$ cat src/rtl/ir_tx_scheduler.sv
// ir_tx_scheduler: two-requester round-robin IR frame scheduler.
// Sequences leader mark/space, 8 pulse-distance data bits (LSB first),
// a stop mark and an inter-frame gap, and gates its own carrier onto
// the LED drive pin. All outputs are registered.
module ir_tx_scheduler #(
  parameter int unsigned CAR_P0     = 32'd800,
  parameter int unsigned CAR_P1     = 32'd600,
  parameter int unsigned CAR_P2     = 32'd400,
  parameter int unsigned LEAD_MARK  = 32'd243000,
  parameter int unsigned LEAD_SPACE = 32'd121500,
  parameter int unsigned BIT_MARK   = 32'd15120,
  parameter int unsigned ZERO_SPACE = 32'd15120,
  parameter int unsigned ONE_SPACE  = 32'd45360,
  parameter int unsigned GAP        = 32'd1080000
) (
  input  logic       clk,
  input  logic       rst,
  input  logic [1:0] req,
  input  logic [7:0] code0,
  input  logic [7:0] code1,
  input  logic [1:0] sel0,
  input  logic [1:0] sel1,
  input  logic       abort,
  output logic [1:0] ack,
  output logic       busy,
  output logic       done,
  output logic       TX_RX_signal
);

  typedef enum logic [2:0] {
    IDLE   = 3'd0,
    LMARK  = 3'd1,
    LSPACE = 3'd2,
    BMARK  = 3'd3,
    BSPACE = 3'd4,
    SMARK  = 3'd5,
    GAPW   = 3'd6
  } state_t;

  state_t      state_r, state_s;
  logic [31:0] dur_r, dur_s;
  logic [31:0] car_r, car_s;
  logic [2:0]  idx_r, idx_s;
  logic [7:0]  code_r, code_s;
  logic [1:0]  sel_r, sel_s;
  logic        rr_last_r, rr_last_s;
  logic [1:0]  ack_s;
  logic        busy_s, done_s, tx_s;
  logic [31:0] len_s, per_s, half_s;
  logic        last_s, is_mark_s, abort_hit_s, grant_s;

  // Carrier period for a select code; select 3 shares the fastest carrier.
  function automatic logic [31:0] car_period(input logic [1:0] sel);
    case (sel)
      2'd0:    car_period = CAR_P0;
      2'd1:    car_period = CAR_P1;
      default: car_period = CAR_P2;
    endcase
  endfunction

  assign per_s       = car_period(sel_r);
  assign half_s      = per_s >> 1;
  assign is_mark_s   = (state_r == LMARK) || (state_r == BMARK) || (state_r == SMARK);
  assign abort_hit_s = abort && (state_r != IDLE) && (state_r != GAPW);
  assign last_s      = (dur_r == (len_s - 32'd1));
  // Lone requester wins outright; on a tie the one not served last wins.
  assign grant_s     = (req == 2'b10) ? 1'b1 : ((req == 2'b11) ? ~rr_last_r : 1'b0);

  // Length of the current timed state; the space after a bit depends on that bit.
  always_comb begin
    case (state_r)
      LMARK:        len_s = LEAD_MARK;
      LSPACE:       len_s = LEAD_SPACE;
      BMARK, SMARK: len_s = BIT_MARK;
      BSPACE:       len_s = code_r[idx_r] ? ONE_SPACE : ZERO_SPACE;
      GAPW:         len_s = GAP;
      default:      len_s = 32'd1;
    endcase
  end

  // State register plus registered outputs; reset puts everything idle.
  always_ff @(posedge clk or negedge rst) begin
    if (!rst) begin
      state_r      <= IDLE;
      dur_r        <= 32'd0;
      car_r        <= 32'd0;
      idx_r        <= 3'd0;
      code_r       <= 8'd0;
      sel_r        <= 2'd0;
      rr_last_r    <= 1'b1;
      ack          <= 2'b00;
      busy         <= 1'b0;
      done         <= 1'b0;
      TX_RX_signal <= 1'b0;
    end else begin
      state_r      <= state_s;
      dur_r        <= dur_s;
      car_r        <= car_s;
      idx_r        <= idx_s;
      code_r       <= code_s;
      sel_r        <= sel_s;
      rr_last_r    <= rr_last_s;
      ack          <= ack_s;
      busy         <= busy_s;
      done         <= done_s;
      TX_RX_signal <= tx_s;
    end
  end

  // Next-state logic: grant, timed-state advance, carrier wrap and abort.
  always_comb begin
    state_s   = state_r;
    dur_s     = dur_r;
    car_s     = car_r;
    idx_s     = idx_r;
    code_s    = code_r;
    sel_s     = sel_r;
    rr_last_s = rr_last_r;
    if (abort_hit_s) begin
      state_s = GAPW;
      dur_s   = 32'd0;
      car_s   = 32'd0;
      idx_s   = 3'd0;
    end else if (state_r == IDLE) begin
      if (req != 2'b00) begin
        state_s   = LMARK;
        dur_s     = 32'd0;
        car_s     = 32'd0;
        idx_s     = 3'd0;
        code_s    = grant_s ? code1 : code0;
        sel_s     = grant_s ? sel1 : sel0;
        rr_last_s = grant_s;
      end else begin
        state_s = IDLE;
      end
    end else if (last_s) begin
      dur_s = 32'd0;
      car_s = 32'd0;
      case (state_r)
        LMARK:   state_s = LSPACE;
        LSPACE:  state_s = BMARK;
        BMARK:   state_s = BSPACE;
        BSPACE:  begin
          state_s = (idx_r < 3'd7) ? BMARK : SMARK;
          idx_s   = idx_r + 3'd1;
        end
        SMARK:   state_s = GAPW;
        GAPW:    state_s = IDLE;
        default: state_s = IDLE;
      endcase
    end else begin
      dur_s = dur_r + 32'd1;
      if (is_mark_s) begin
        car_s = (car_r == (per_s - 32'd1)) ? 32'd0 : (car_r + 32'd1);
      end else begin
        car_s = 32'd0;
      end
    end
  end

  // Output values for the next cycle: ack/done pulses, busy, gated carrier.
  always_comb begin
    ack_s = 2'b00;
    if ((state_r == IDLE) && (req != 2'b00)) begin
      ack_s[grant_s] = 1'b1;
    end else begin
      ack_s = 2'b00;
    end
    done_s = (state_r == SMARK) && last_s && !abort_hit_s;
    busy_s = (state_s != IDLE);
    tx_s   = !abort_hit_s && is_mark_s && (car_r < half_s);
  end

endmodule

$ cat config.mk
export PLATFORM = sky130hd
export DESIGN_NAME = ir_tx_scheduler
export DESIGN_NICKNAME = d
export VERILOG_FILES = /design/src/rtl/ir_tx_scheduler.sv
export SDC_FILE = /design/constraint.sdc
export NUM_CORES = 1
export LEC_CHECK = 0
export CORE_AREA = 2 2 119 121
export CTS_CLUSTER_SIZE = 20
export DETAILED_ROUTE_END_ITERATION = 8
export DIE_AREA = 0 0 121 123
export PLACE_DENSITY = 0.57
export SKIP_LAST_GASP = 1
export SLEW_MARGIN = 20
export SYNTH_ARGS = -nofsm -noshare
export SYNTH_HDL_FRONTEND = slang
export SYNTH_SLANG_ARGS = --single-unit
$ cat constraint.sdc
create_clock -name clk -period 3.21 [get_ports clk]
set_clock_uncertainty 0.2 [all_clocks]
set_input_delay 0.8025 -clock clk [delete_from_list [all_inputs] [get_ports clk]]
set_output_delay 0.8025 -clock clk [all_outputs]
set_load 0.1 [all_outputs]
Yosys cells after proc, flatten, opt, wreduce, memory -nomap -nowiden
Index checks and enable logic that the tools add are counted.
Widths: inputs -> output; s select.
{ "classes": {"addsub": 5, "n_bitwise": 2, "magnitude_cmp": 5, "n_reduce_logical": 21, "n_mux": 32, "n_eq_ne": 13} }
{ "op_table": {"columns": ["operator", "count"], "rows": [
  ["$mux 32", 9],
  ["$pmux 21 s5", 1],
  ["$add 32x1->32 const B", 2],
  ["$eq 32x32->1", 2],
  ["$lt 32x9->1", 1],
  ["$sub 32x1->32 const B", 1],
  ["$mux 3", 9],
  ["$pmux 10 s2", 1],
  ["$mux 16", 1],
  ["$pmux 3 s5", 1],
  ["$reduce_bool 3->1", 4],
  ["$sub 10x1->11 const B", 1],
  ["$eq 3x3->1 const B", 3],
  ["$logic_and 1x1->1", 8],
  ["$mux 8", 1],
  ["$eq 3x2->1 const B", 2],
  ["$reduce_and 3->1", 2],
  ["$mux 1", 5],
  ["$eq 2x2->1 const B", 2],
  ["$lt 3x4->1 const B", 1],
  ["$mux 2", 2],
  ["$add 3x1->3 const B", 1],
  ["$bmux 1 s3", 1],
  ["$eq 3x1->1 const B", 1],
  ["other kinds (14)", 16]
]} }
{ "word_totals": {"in_bits": 25, "output_inout_bits": 5, "reg_bits": 86} }

Depth between registers and ports, before layout
{ "logic_depth": {"word_depth": 10, "depth_mapped": 13} }

Least setup slack after synthesis
Ideal clock, no wire load.
{ "synth_timing": {"kind": "register -> register", "from": "register idx_r[0]", "to": "register car_r[24]", "path_buffers": 2, "synth_period_minus_slack_ps": 2981, "arrival_ps": 2705, "required_ps": 2934, "setup_slack_ps": 229, "path_stages_with_launch": 11, "cell_sequence": "dfrtp_1 > mux4_1 > mux2i_4 > and3b_1 > o21ai_1 > and4_4 > buf_6 > or3_4 > buf_6 > or3_1 > o21ai_1"} }
{ "synth_between": {"elab_chain_len": 9} }
{ "synth_lines": {"columns": ["item", "line", "source"], "rows": [
  ["start, declared", "43", "logic [2:0] idx_r, idx_s;"],
  ["start signal, assigned", "99", "idx_r <= idx_s;"],
  ["$bmux 1 s3", "75", "BSPACE: len_s = code_r[idx_r] ? ONE_SPACE : ZERO_SPACE;"],
  ["$mux 1 (implied by the code)", "75", null],
  ["$mux 16", "75", null],
  ["$pmux 21 s5", "71", "case (state_r)"],
  ["$sub 32x1->32", "65", "assign last_s = (dur_r == (len_s - 32'd1));"],
  ["$eq 32x32->1", "65", null],
  ["$mux 32", "136", "end else if (last_s) begin"],
  ["$mux 32", "124", "end else if (state_r == IDLE) begin"],
  ["$mux 32", "119", "if (abort_hit_s) begin"],
  ["end signal, assigned", "98", "car_r <= car_s;"],
  ["end, declared", "42", "logic [31:0] car_r, car_s;"]
]} }
No other way between the ends. The select of a mux whose other input is x is not followed.
A chain may end at the register's enable or synchronous reset.

Worst setup path after layout
{ "layout_timing": {"from": "register dur_r[6]", "to": "register busy"} }
{ "layout_between": {"elab_chain_len": 5} }
{ "layout_lines": {"columns": ["item", "line", "source"], "rows": [
  ["start, declared", "41", "logic [31:0] dur_r, dur_s;"],
  ["start signal, assigned", "97", "dur_r <= dur_s;"],
  ["$eq 32x32->1", "65", null],
  ["$mux 3", "136", null],
  ["$mux 3", "124", null],
  ["$mux 3", "119", null],
  ["named net state_s[0]", "40", "state_t state_r, state_s;"],
  ["$reduce_bool 3->1", "170", "busy_s = (state_s != IDLE);"],
  ["named net busy_s", "48", "logic busy_s, done_s, tx_s;"],
  ["end signal, assigned", "104", "busy <= busy_s;"],
  ["end, declared", "25", "output logic busy,"]
]} }
The timed path passes the listed nets, and every way through them passes these cells.

==> summary.txt <==
Status
  • Outcome: complete, no violations

Setup path
  • Reg-to-Reg Start: dur_r[6]
  • CP Launch Type: register
  • Arrival time worst endpoint: ~3.1 ns
  • Reg-to-reg endpoint: busy
  • Worst Path Max Fanout: 16
  • R2r setup slk: roughly 0.11 ns
  • Worst setup EP type: register
  • Worst EP required: 3.23 ns
  • Crit path kind: register to register
  • Register-to-Register Path Depth: 9

Placement
  • Post-placement cell count: 850
  • Setup WS pre-CTS: -0.182 ns
  • Post-DP HPWL: approximately 9.7 mm
  • Port Buffers: 29
  • RePlAce Congestion: between 0.8 and 0.9

Synth
  • Post-synth top cells: dfrtp_1, nand2_1, o21ai_0
  • Synth async-reset ratio: 100%
  • Synthesis-stage register bit count: 86
  • Post-synth top area share: 40.0%
  • Post-Synth Adder-Cell Area: roughly 2.1%
  • Mean Syn Cell Area: roughly 8.5 um^2
  • Top cells by area, synth: dfrtp_1, nand2_1, o21ai_0, nor2_1, a21oi_1
  • Post-synthesis xor/xnor area fraction: ~2.8%
  • Post-synthesis mux area share: between 2 and 2.5%
  • Post-Syn Nets: between 600 and 700
  • Main combinational cell family by area after synthesis: simple AND/OR/NAND/NOR gates
  • Top-count cell post-synth: dfrtp_1
  • YS warnings: 0
  • Cell taking the most area after synthesis: dfrtp_1
  • Mapped Area: 5320 um^2
  • Post-synth EDFFs: 0
  • Cells after synthesis: 627
  • Sequential fraction of the synthesis area: 40.4%
  • Yosys cell types: 68
  • Compound-Gate Fraction of Synth Area: between 20% and 30%
  • Simple-gate area share of the yosys netlist: roughly 27%
  • Dominant synthesized flop cell: dfrtp_1

Timing
  • Final hold viol count: 0
  • Fin Hold WS: ~0.27 ns
  • Worst-Margin Slew: between 0.8 and 0.9 ns
  • Final setup fails: 0
  • Period utilisation layout: slightly below 100%
  • FMAX: between 300 and 400 MHz
  • Max-slew violations: 0
  • Rel. slew slack: around 46%
  • Final Critical Period: about 3.1 ns
  • Setup ws final: about 0.11 ns

Global route
  • Antenna violations before repair: 0
  • Tot GR Track Use: approximately 20%
  • First-pass GRT wire length: 23.2 mm
  • Vias in the first global route: 4620
  • Largest net degree at the start of global routing: 57
  • Total congestion overflow: 0

Die
  • Die height: 123 um
  • CORE AREA: roughly 14000 um^2
  • Die ar.: about 15000 um^2
  • Initial Utilization: 39.1%
  • IO Pins: 30
  • Row count: 43
  • Chip Width: between 100 and 150 um

Layout
  • Finished Core Util: 47.8%
  • Share of cells above drive strength 1: approximately 15%
  • Antenna diodes: 0
  • Synth-to-Final Area Change: 22.1%
  • Final std cells w/o fill: around 870
  • Layout Nets: a little over 700

CTS
  • Clock Latency Late Sink: approximately 0.35 ns
  • H-tree level count: 3
  • Hold Buf Count CTS: 0
  • CTS root buffer: clkbuf_16
  • Worst-path clk slew: roughly 0.06 ns
  • TritonCTS Buffers: 9
  • Clock Sinks: 86
  • Max Buffers Root-to-Sink: 2
  • CTS tree: done

Power and ir drop
  • VDD IR max: roughly 210 uV
  • Static leakage: around 2.8 nW
  • PwrDens: between 300 and 400 nW/um^2
  • Tot Pwr: 0.00258 W

Worst hold path
  • Hold depth: 2
  • Hold Crit Class: register to register
  • Hold_sp: code_r[3]
  • Hold Path Sink: code_r[3]

Detailed routing
  • WL final: 14.0 mm
  • DR iter-0 viols: about 340
  • Post-route DRC: 0
  • Avg Vias per Cell: 5.67
  • Routed Antenna Nets: 0
  • DR vias: 4950
  • Routed len/inst: 16.0 um
  • Drt pass-1 iters: 5

Run
  • Max Cap Viol: 0
-- per-stage QoR --
step | cell area [um^2] | setup TNS [ns]
2_1_floorplan | 5320 | 0
3_3_place_gp | 6060 | -0.784
3_5_place_dp | 6060 | -1.38
4_1_cts | 6400 | 0
5_1_grt | 6500 | -0.00176
6_report | 6500 | 0
-- state kept, by name (all words and copies together), names as in the netlist, 2 cells and up --
| register | cells |
|---|---|
| car_r | 32 |
| dur_r | 32 |
| code_r | 8 |
| idx_r | 3 |
| state_r | 3 |
| ack | 2 |
| sel_r | 2 |
-- layout by cell type, fill, tap and decap left out, types with 3 or more instances in the layout --
cell             Yosys  layout
a21o_1               7       7
a21oi_1             31      31
a22o_1               4       4
a22oi_1             12      12
a31oi_1             24      24
a41oi_1              5       5
and2_1               3       3
and3_1              16      16
and4_1               4       4
buf_12               0       5
buf_4                3      59
clkbuf_16            0       9
clkdlybuf4s50_1      0      23
dfrtp_1             85      84
ha_1                 9       9
inv_1               21      21
mux2i_1              4       4
nand2_1             79      79
nand2b_1            15      15
nand3_1             31      31
nand4_1             11      11
nor2_1              43      42
nor2b_1              5       5
nor3_1              18      16
nor3_4               1       3
nor3b_1              4       4
nor4_1              15      15
o21a_1               6       6
o21ai_0             49      48
o21ai_1              3       4
o31ai_1              5       5
or2_2                4       4
or3_1               14      14
or4_1                6       4
xnor2_1             13      13
xor2_1               4       4
-- critical path, stage by stage (launching register included) --
cell and delay, ns:
dfrtp_1 0.39, or4_4 0.57, a2111oi_4 0.27, o2111a_1 0.21, and4_1 0.22, and4_4 0.27, buf_8 0.17, mux2i_1 0.19
o21ai_1 0.10, or3_1 0.37
-- layer usage --
layer	share of wire (%)	vias up	wire [um]	global-route usage [%]
met4	1.6	0	227	6.25
met2	47	98	6580	31.3
li1	-	2434	-	-
met5	0	-	0	0
met1	47	2399	6640	27.1
met3	4.1	19	568	4.15
-- report_power, final --
group          internal (W)  total (W)  switching, W
logic              0.000153   0.000291      0.000137
registers           0.00113    0.00121     0.0000746
clock network      0.000626    0.00108      0.000452
total               0.00191    0.00258      0.000664
-- logic make-up after synthesis --
| logic type | count (synthesis) |
|---|---|
| buffers and inverters | 60 |
| xor gates and xnor gates | 17 |
| and+or+nand+nor | 278 |
| muxes | 8 |
| adders and majority gates | 9 |
| DFF | 86 |
| AOI/OAI and AO/OA | 169 |
-- repair_timing --
item | in CTS | in global routing
pin swaps | 2 | 3
hold endpoints to repair | 0 | 0
gates cloned | 1 | 0
buffers inserted | 1 | 5
setup endpoints to repair | 27 | 44
gates resized for setup | 2 | 12
-- final cells by class --
type,instances,area [um^2]
multi-input combinational,482,2960
tap,180,225
sequential,86,2150
fill,1318,7110
inverter,21,78.8
clock inverter,5,57.6
clock buffer,11,243
timing repair buffer,88,788
-- worst max-delay path by stage --
stage              from         to  slack [ns]  depth (start not counted)
2_1_floorplan  idx_r[0]  car_r[24]        0.23                         10
3_3_place_gp   idx_r[0]  car_r[18]       -0.12                          9
3_5_place_dp   idx_r[0]  car_r[27]       -0.18                          9
4_1_cts        dur_r[6]       busy        0.02                          9
5_1_grt        dur_r[6]       busy      -0.002                          9
6_report       dur_r[6]       busy        0.11                          9
Note: power is estimated with default switching activity, not from simulation.
